[src/rtl/morse_pkg.sv]
// Shared types and timing constants for the Morse character scheduler.
package morse_pkg;

  localparam int CODE_W       = 5;
  localparam int MAX_LETTER   = 25;
  localparam int UNIT_CYC     = 99;
  localparam int CHAR_GAP_DEF = 3 * UNIT_CYC;
  localparam int WORD_GAP_DEF = 7 * UNIT_CYC;

  typedef enum logic [1:0] {
    ST_IDLE = 2'd0,
    ST_XMIT = 2'd1,
    ST_GAP  = 2'd2
  } tx_state_t;

endpackage

[src/rtl/morse_char_fifo.sv]
// Synchronous character queue with push, pop, flush and occupancy.
// head_vld is asserted only once an entry has been visible for a full cycle.
// This gives one cycle of head presentation latency, so an entry written into
// an empty queue is never popped on the very next edge.
module morse_char_fifo #(
  parameter int DEPTH = 4,
  parameter int WIDTH = 5
) (
  input  logic                     clk,
  input  logic                     rst,
  input  logic                     flush,
  input  logic                     push,
  input  logic                     pop,
  input  logic [WIDTH-1:0]         wdata,
  output logic [WIDTH-1:0]         rdata,
  output logic [$clog2(DEPTH):0]   fill,
  output logic                     full,
  output logic                     empty,
  output logic                     head_vld
);

  localparam int AW = $clog2(DEPTH);

  logic [WIDTH-1:0] mem [DEPTH];
  logic [AW-1:0]    wr_ptr;
  logic [AW-1:0]    rd_ptr;
  logic             seen_q;
  logic             do_push;
  logic             do_pop;

  assign full     = (fill == (AW+1)'(DEPTH));
  assign empty    = (fill == '0);
  assign do_push  = push && !full;
  assign do_pop   = pop && !empty;
  assign rdata    = mem[rd_ptr];
  assign head_vld = seen_q && !empty;

  // Storage write; contents need no reset because fill gates every read.
  always_ff @(posedge clk) begin
    if (do_push && !rst && !flush) begin
      mem[wr_ptr] <= wdata;
    end
  end

  // Pointers, occupancy and head-presentation flag; flush behaves like reset.
  always_ff @(posedge clk) begin
    if (rst || flush) begin
      wr_ptr <= '0;
      rd_ptr <= '0;
      fill   <= '0;
      seen_q <= 1'b0;
    end else begin
      if (do_push) wr_ptr <= wr_ptr + 1'b1;
      if (do_pop)  rd_ptr <= rd_ptr + 1'b1;
      case ({do_push, do_pop})
        2'b10:   fill <= fill + 1'b1;
        2'b01:   fill <= fill - 1'b1;
        default: fill <= fill;
      endcase
      seen_q <= !empty;
    end
  end

endmodule

[src/rtl/morse_tx_sched.sv]
// Morse character scheduler: queues letter codes and hands them one at a
// time to the element generator, then enforces the inter-character gap.
// Optional feature macro: MORSE_TX_SCHED_WORD_GAP_EN (space entries become
// word gaps instead of being sent as letters).
//
// state | meaning
// IDLE  | waiting for a presented queue head; pops and dispatches it
// XMIT  | key_en high, generator sending key_sel; waits for key_done
// GAP   | key_en low, down-counting the gap to terminal count 0
module morse_tx_sched
  import morse_pkg::*;
#(
  parameter int FIFO_DEPTH = 4,
  parameter int CHAR_GAP   = CHAR_GAP_DEF,
  parameter int WORD_GAP   = WORD_GAP_DEF
) (
  input  logic                          clk,
  input  logic                          rst,
  input  logic                          flush,
  input  logic                          in_valid,
  output logic                          in_ready,
  input  logic [CODE_W-1:0]             in_char,
  input  logic                          in_space,
  output logic                          key_en,
  output logic [CODE_W-1:0]             key_sel,
  input  logic                          key_done,
  output logic                          busy,
  output logic                          err,
  output logic [$clog2(FIFO_DEPTH):0]   fill
);

  localparam int GAP_MAX = (WORD_GAP > CHAR_GAP) ? WORD_GAP : CHAR_GAP;
  localparam int CW      = $clog2(GAP_MAX) + 1;
`ifdef MORSE_TX_SCHED_WORD_GAP_EN
  localparam int ENT_W   = CODE_W + 1;
`else
  localparam int ENT_W   = CODE_W;
`endif

  tx_state_t        state, state_n;
  logic             key_en_n;
  logic [CODE_W-1:0] key_sel_n;
  logic [CW-1:0]    cnt, cnt_n;
  logic             err_n;

  logic             q_full;
  logic             q_empty;
  logic             q_head_vld;
  logic             q_push;
  logic             q_pop;
  logic [ENT_W-1:0] q_wdata;
  logic [ENT_W-1:0] q_rdata;
  logic [CODE_W-1:0] head_char;
  logic             head_space;

  assign in_ready = !q_full && !rst && !flush;
  assign q_push   = in_valid && in_ready;
  assign busy     = (fill != '0) || (state != ST_IDLE);
  assign head_char = q_rdata[CODE_W-1:0];

`ifdef MORSE_TX_SCHED_WORD_GAP_EN
  assign q_wdata    = {in_space, in_char};
  assign head_space = q_rdata[CODE_W];
`else
  logic unused_space;
  assign unused_space = in_space;
  assign q_wdata      = in_char;
  assign head_space   = 1'b0;
`endif

  morse_char_fifo #(
    .DEPTH (FIFO_DEPTH),
    .WIDTH (ENT_W)
  ) u_fifo (
    .clk      (clk),
    .rst      (rst),
    .flush    (flush),
    .push     (q_push),
    .pop      (q_pop),
    .wdata    (q_wdata),
    .rdata    (q_rdata),
    .fill     (fill),
    .full     (q_full),
    .empty    (q_empty),
    .head_vld (q_head_vld)
  );

  // State, key outputs, gap counter and sticky error register.
  always_ff @(posedge clk) begin
    if (rst) begin
      state   <= ST_IDLE;
      key_en  <= 1'b0;
      key_sel <= '0;
      cnt     <= '0;
      err     <= 1'b0;
    end else begin
      state   <= state_n;
      key_en  <= key_en_n;
      key_sel <= key_sel_n;
      cnt     <= cnt_n;
      err     <= err_n;
    end
  end

  // Next-state logic; flush overrides everything, key_done only matters in XMIT.
  always_comb begin
    state_n   = state;
    key_en_n  = key_en;
    key_sel_n = key_sel;
    cnt_n     = cnt;
    err_n     = err;
    q_pop     = 1'b0;
    if (flush) begin
      state_n  = ST_IDLE;
      key_en_n = 1'b0;
      cnt_n    = '0;
    end else begin
      case (state)
        ST_IDLE: begin
          if (q_head_vld) begin
            q_pop = 1'b1;
            if (head_space) begin
              cnt_n   = CW'(WORD_GAP - 1);
              state_n = ST_GAP;
            end else if (head_char > CODE_W'(MAX_LETTER)) begin
              // Bad codes are dropped with no air time and no gap.
              err_n = 1'b1;
            end else begin
              key_sel_n = head_char;
              key_en_n  = 1'b1;
              state_n   = ST_XMIT;
            end
          end
        end
        ST_XMIT: begin
          if (key_done) begin
            key_en_n = 1'b0;
            cnt_n    = CW'(CHAR_GAP - 1);
            state_n  = ST_GAP;
          end
        end
        ST_GAP: begin
          if (cnt == '0) begin
            state_n = ST_IDLE;
          end else begin
            cnt_n = cnt - 1'b1;
          end
        end
        default: begin
          state_n  = ST_IDLE;
          key_en_n = 1'b0;
          cnt_n    = '0;
        end
      endcase
    end
  end

endmodule

[config.mk]
export PLATFORM = sky130hd
export DESIGN_NAME = morse_tx_sched
export DESIGN_NICKNAME = d
export VERILOG_FILES = /design/src/rtl/morse_pkg.sv /design/src/rtl/morse_char_fifo.sv /design/src/rtl/morse_tx_sched.sv
export SDC_FILE = /design/constraint.sdc
export NUM_CORES = 1
export LEC_CHECK = 0
export ABC_AREA = 1
export BUFFER_PORTS_ARGS = -buffer_cell sky130_fd_sc_hd__buf_2
export CORE_ASPECT_RATIO = 2
export CORE_MARGIN = 10
export CORE_UTILIZATION = 55
export CTS_CLUSTER_SIZE = 8
export DETAILED_ROUTE_END_ITERATION = 12
export PLACE_DENSITY = 0.82
export RECOVER_POWER = 50
export SLEW_MARGIN = 20
export SYNTH_ARGS = -nofsm -noshare
export SYNTH_HDL_FRONTEND = slang
export SYNTH_SLANG_ARGS = --single-unit
[constraint.sdc]
create_clock -name clk -period 4.35 [get_ports clk]
set_clock_uncertainty 0.1 [all_clocks]
set_input_delay 0.435 -clock clk [delete_from_list [all_inputs] [get_ports clk]]
set_output_delay 0.435 -clock clk [all_outputs]
set_load 0.005 [all_outputs]
; ---- Word level (Yosys, flattened, before mapping)
; Memory sizes are Yosys's and may differ from the RTL's. A register that Yosys moved wholly into a read port is not among the register bits.
; Index checks and enable logic that the tools add are counted.
[totals]
out_inout_bits = 12
mem_count = 1
ff_bits = 28
mem_bits_rw = 20
word_cells = 76
[mem_list]
columns = name, depth, width, read_ports, rd_clocked_by_memory_dff, wr, line_no
row1 = u_fifo.mem, 4, 5, 1, 1, 1, morse_char_fifo.sv:24  ; logic [WIDTH-1:0] mem [DEPTH];
[classes]
n_addsub = 5
order_cmp = 1
bitwise_logic = 4
n_mux = 20
n_eq_ne = 10
reduce_logical = 26
[op_table]
columns = cell, count
row1 = 11-bit case mux with 3 select lines, 1
row2 = 11-bit 2-to-1 mux, 2
row3 = 4-bit AND reduction, 4
row4 = 2-bit 2-to-1 mux, 6
row5 = 11-bit logical NOT, 1
row6 = 11-bit by 1-bit subtractor with 11-bit output (second input constant), 1
row7 = 2-bit != test (second input constant), 5
row8 = 1-bit logical AND, 8
row9 = 1-bit 2-to-1 mux, 8
row10 = 2-bit case mux with 3 select lines, 1
row11 = 3-bit case mux with 2 select lines, 1
row12 = 5-bit greater-than comparator (second input constant), 1
row13 = 2-bit by 1-bit adder with 2-bit output (second input constant), 2
row14 = 2-bit by 1-bit == test with 1-bit output (second input constant), 2
row15 = 2-bit == test (second input constant), 2
row16 = 1-bit logical NOT, 4
row17 = 1-bit NOT, 4
row18 = 2-bit nonzero test, 2
row19 = 3-bit by 1-bit adder with 3-bit output (second input constant), 1
row20 = 3-bit == test (second input constant), 1
row21 = 3-bit logical NOT, 1
row22 = 1-bit case mux with 3 select lines, 1
row23 = 3-bit AND reduction, 1
row24 = 3-bit nonzero test, 1
row25 = other kinds (4), 5

; ---- Depth between registers and ports, before layout
[logic_depth]
depth_word = 10
ltp_mapped = 14

; ---- Modules after synthesis
; A second synthesis with hierarchy kept.
[unflattened]
cells_unflattened = 306
area_unflattened_um2 = 2431.1
[modules_own_cells]
columns = module, cells_per_inst, area_each_um2, seq_area_each_um2, n_inst
row1 = morse_char_fifo, 128, 1300.0, 800.8, 1
row2 = morse_tx_sched, 178, 1131.1, 400.4, 1

; ---- Worst setup path before layout
; OpenSTA, ideal clock, no wires.
[synth_path]
path_type = register to register
startpoint = register state[0]
endpoint = register u_fifo.fill[2]
arrival_ps = 1904
slack_ps = 2277
synth_period_minus_slack_ps = 2073
stages_incl_launch_ff = 15
cell_sequence = dfxtp_1 inv_1 ha_1 inv_1 nor2_1 nand3_1 inv_1 ha_1 inv_1 fa_1 nor2_1 nor2_1 nand2_1 o21ai_0 a21oi_1
[synth_via]
elab_chain_len = 6
[synth_lines]
columns = element, line_no
row1 = "start, declared", morse_tx_sched.sv:40  ; tx_state_t state, state_n;
row2 = "start signal, assigned", morse_tx_sched.sv:97  ; state <= state_n;
row3 = 2-bit logical NOT *, morse_tx_sched.sv:118  ; case (state)
row4 = 1-bit 2-to-1 mux *, morse_tx_sched.sv:118
row5 = 1-bit 2-to-1 mux *, morse_tx_sched.sv:113  ; if (flush) begin
row6 = 1-bit logical AND *, morse_char_fifo.sv:34  ; assign do_pop = pop && !empty;
row7 = via u_fifo.do_pop, morse_char_fifo.sv:29  ; logic do_pop;
row8 = 2-bit by 1-bit == test with 1-bit output / 2-bit == test (equally long branches), morse_char_fifo.sv:55  ; case ({do_push, do_pop})
row9 = 3-bit case mux with 2 select lines / 2-bit nonzero test (equally long branches), n/a
row10 = "end signal, assigned", morse_char_fifo.sv:56  ; 2'b10: fill <= fill + 1'b1;
row11 = "end signal, assigned", morse_char_fifo.sv:57  ; 2'b01: fill <= fill - 1'b1;
row12 = "end signal, assigned", morse_char_fifo.sv:58  ; default: fill <= fill;
row13 = "end, declared", morse_char_fifo.sv:16  ; output logic [$clog2(DEPTH):0] fill,
; The timed path passes the listed nets; every way through them passes the cells marked *.
; A chain may end at the register's enable or synchronous reset.

; ---- Final worst setup path
[layout_path]
startpoint = input port flush
endpoint = register u_fifo.fill[1]
[layout_via]
elab_chain_len = 6
[layout_lines]
columns = element, line_no
row1 = "start, declared", morse_tx_sched.sv:19  ; input logic flush,
row2 = 1-bit logical NOT, morse_tx_sched.sv:56  ; assign in_ready = !q_full && !rst && !flush;
row3 = 1-bit logical AND, morse_tx_sched.sv:56
row4 = 1-bit logical AND, morse_tx_sched.sv:57  ; assign q_push = in_valid && in_ready;
row5 = 1-bit logical AND, morse_char_fifo.sv:33  ; assign do_push = push && !full;
row6 = 2-bit by 1-bit == test with 1-bit output / 2-bit == test (equally long branches), morse_char_fifo.sv:55
row7 = 3-bit case mux with 2 select lines / 2-bit nonzero test (equally long branches), n/a
; Parallel ways exist; a longest one is shown, timed or not.

==> flow_summary.toml <==
[sta]
hold_viol = 0
period_needed_ns = 3.09
relSlewSlack_pct = 27.8
finalMaxSlewViolations = 0
hold_ws_ns = 0.279
setup_viol = 0
rsz0062_at_grt = "no"
worst_slew_pin_slew_ns = 1.08
setup_tns_ns = 0
period_share_pct = 71.0
fmax_mhz = 324
fin_ws_ns = 1.26

[power_and_ir_drop]
p_int_mw = 0.612
clkPwrFrac_pct = 35.1
power.density_nw_per_um2 = 300
vdd_drop_max_uv = 243
cellLeakagePower_nw = 1.11
switchingPower_mw = 0.182
power_frac_comb_pct = 3.3
power_frac_seq_pct = 61.7
switching_share_pct = 22.9

[cells_and_area]
final_common_cell = "nand2_1"
area_growth_pct = 7.89
antenna_cells = 0
fin_util_pct = 61.1
drive_gt1_share_pct = 11.2
fillers = 409
nets = 350
mostFrequentLayoutCells = "nand2_1 (70), nor2_1 (46), inv_1 (36)"

[detailed_routing]
wl_per_cell_um = 13.7
drt-total-wl_mm = 5.25
drc = 0
viasPerCell = 5.23
ant_nets = 0
dr_total_vias = 2003
drt_iter0_markers = 90
dr.pass1.iters = 4

[critical_path]
start_kind = "input port"
critPathCaptureType = "flop"
critPathSlowestCell = "nor2_1"
crit_type = "in -> reg"
crit_chain = "buf_2, nor2_1, inv_1, a31oi_1, nand2_1, ha_1, inv_1, fa_1, nor2_1, a21oi_1, nor2_1"
rrSetupSlack_ns = 1.89
critPathMaxFanout = 16
critPathMaxStageDelay_ns = 0.82
cp.required_ns = 4.50
arrival_ns = 3.24
cp_common_cell = "nor2_1"

[grt]
grt_first_pass_wirelength_mm = 8.72
antenna_found_initial = 0
overflow = 0
track_usage_pct = 14.7
grt_pass1_vias = 2090
grt_max_degree = 18

[clocking]
hold_buffers = 0
clock_latency_ns = 0.31
cts-root-buf = "clkbuf_8"
numCtsBuffers = 5
cts_resized = 0
cts_max_level = 2
numClockSinks = 50
cts.path.max_buffers = 2
cts.clk_slew.worst_paths_ns = 0.10
cts_tree = "built"
cts_setup_buffers = 0

[synth]
avgSynthCellArea_um2 = 8.11
synth_nets = 325
yosysUniqueCellTypes = 29
ys_warn_count = 0
synth_area_um2 = 2460
synthCells = 303
synth_seq_cells = 50
yosysSeqAreaShare_pct = 48.9

[floorplan]
ioPinCount = 23
initial_core_util_pct = 56.6
placementRows = 34
die_area_um2 = 7700
fp.dieH_um = 115
die_x_um = 67.3
core_area_um2 = 4340

[run]
cap_violations = 0

[placed_design]
dp_hpwl_mm = 4.03
gp_congestion = 0.902
pre_cts_ws_ns = 1.69
port_buffers = 21

[worst_hold_path]
hold_path_class = "in -> reg"

[outcome]
status = "complete, no violations"
-- final timing paths --
kind / from / cells after the start / end
hold / removal: in_char[3] / 1 / u_fifo.mem[2][3]$_DFFE_PP_
hold reg to reg: key_en$_SDFFE_PP0P_ / 2 / key_en$_SDFFE_PP0P_
setup reg to reg: state[1]$_SDFFE_PP0P_ / 14 / u_fifo.fill[2]$_SDFFE_PP0P_
setup / recovery: flush / 11 / u_fifo.fill[1]$_SDFFE_PP0P_
-- cell type report --
| class | instances | area (µm²) | share of cell area (%) |
|---|---|---|---|
| timing repair buffer | 21 | 90.1 | 3.40 |
| multi-input combinational | 208 | 1040 | 39.3 |
| sequential | 50 | 1200 | 45.3 |
| clock buffer | 5 | 68.8 | 2.60 |
| tap | 54 | 67.6 | 2.55 |
| clock inverter | 3 | 23.8 | 0.897 |
| inverter | 42 | 158 | 5.95 |
-- layer usage --
layer | global-route usage, % | share of wire (%) | vias up
met5 | 0 | 0 | -
met4 | 10.2 | 4.9 | 0
met3 | 3.43 | 2.8 | 17
met2 | 28.4 | 57 | 36
met1 | 11.8 | 36 | 927
li1 | - | - | 1023
-- registers in the layout, summed over array words and instances (netlist names), named ones only --
register and cells:
u_fifo.wr_ptr 2, key_en 1, u_fifo.rd_ptr 2, state 2, err 1, u_fifo.fill 3, key_sel 5, u_fifo.mem 20
u_fifo.seen_q 1, cnt 11
-- synth_stat cells (all sizes together) --
master	number	area share [%]
nand3	24	5.5
nand3b	1	0.31
ha	10	5.1
o21ai	17	3.6
fa	1	0.81
o31ai	1	0.31
o21a	1	0.31
a21oi	21	4.4
o22ai	1	0.25
dfxtp	30	24
nand2	75	12
nand4	1	0.25
or2	1	0.36
nor2	49	8.4
edfxtp	20	24
nor3	1	0.20
buf	3	1.1
a31oi	4	1.3
inv	42	6.4
-- power by group through the flow --
stage / logic [mW] / clock network [mW] / registers [mW]
after floorplan: 0.0158 / 0 / 0.501
after global placement: 0.0269 / 0 / 0.501
after detailed placement: 0.0279 / 0 / 0.501
after CTS: 0.0282 / 0.286 / 0.490
after global routing: 0.0296 / 0.300 / 0.490
final: 0.0258 / 0.279 / 0.490
-- worst max-delay path, delay by kind of cell --
kind	cells	cell delay (ns)
AO/OA/AOI/OAI	2	0.33
buffers and inverters	3	0.58
AND/OR/NAND/NOR	4	1.22
adder cells (fa/ha/maj)	2	0.67
-- metrics by stage --
stage / power [mW] / cell area, µm² / cells
after floorplan: 0.516 / 2460 / 303
after detailed placement: 0.528 / 2600 / 375
after global placement: 0.527 / 2600 / 375
final: 0.794 / 2650 / 383
after global routing: 0.820 / 2650 / 383
after CTS: 0.804 / 2700 / 383
-- cells by family (layout without fill, tap and decap cells) --
logic type      count (synthesis)  in the layout  synth area share [%]
fa+ha+maj                      11             11                  5.91
compound gates                 45             45                  10.2
flops                          50             50                  48.9
buf+inv                        45             71                  7.54
simple gates                  152            152                  27.5
(Power assumes the default switching activity.)
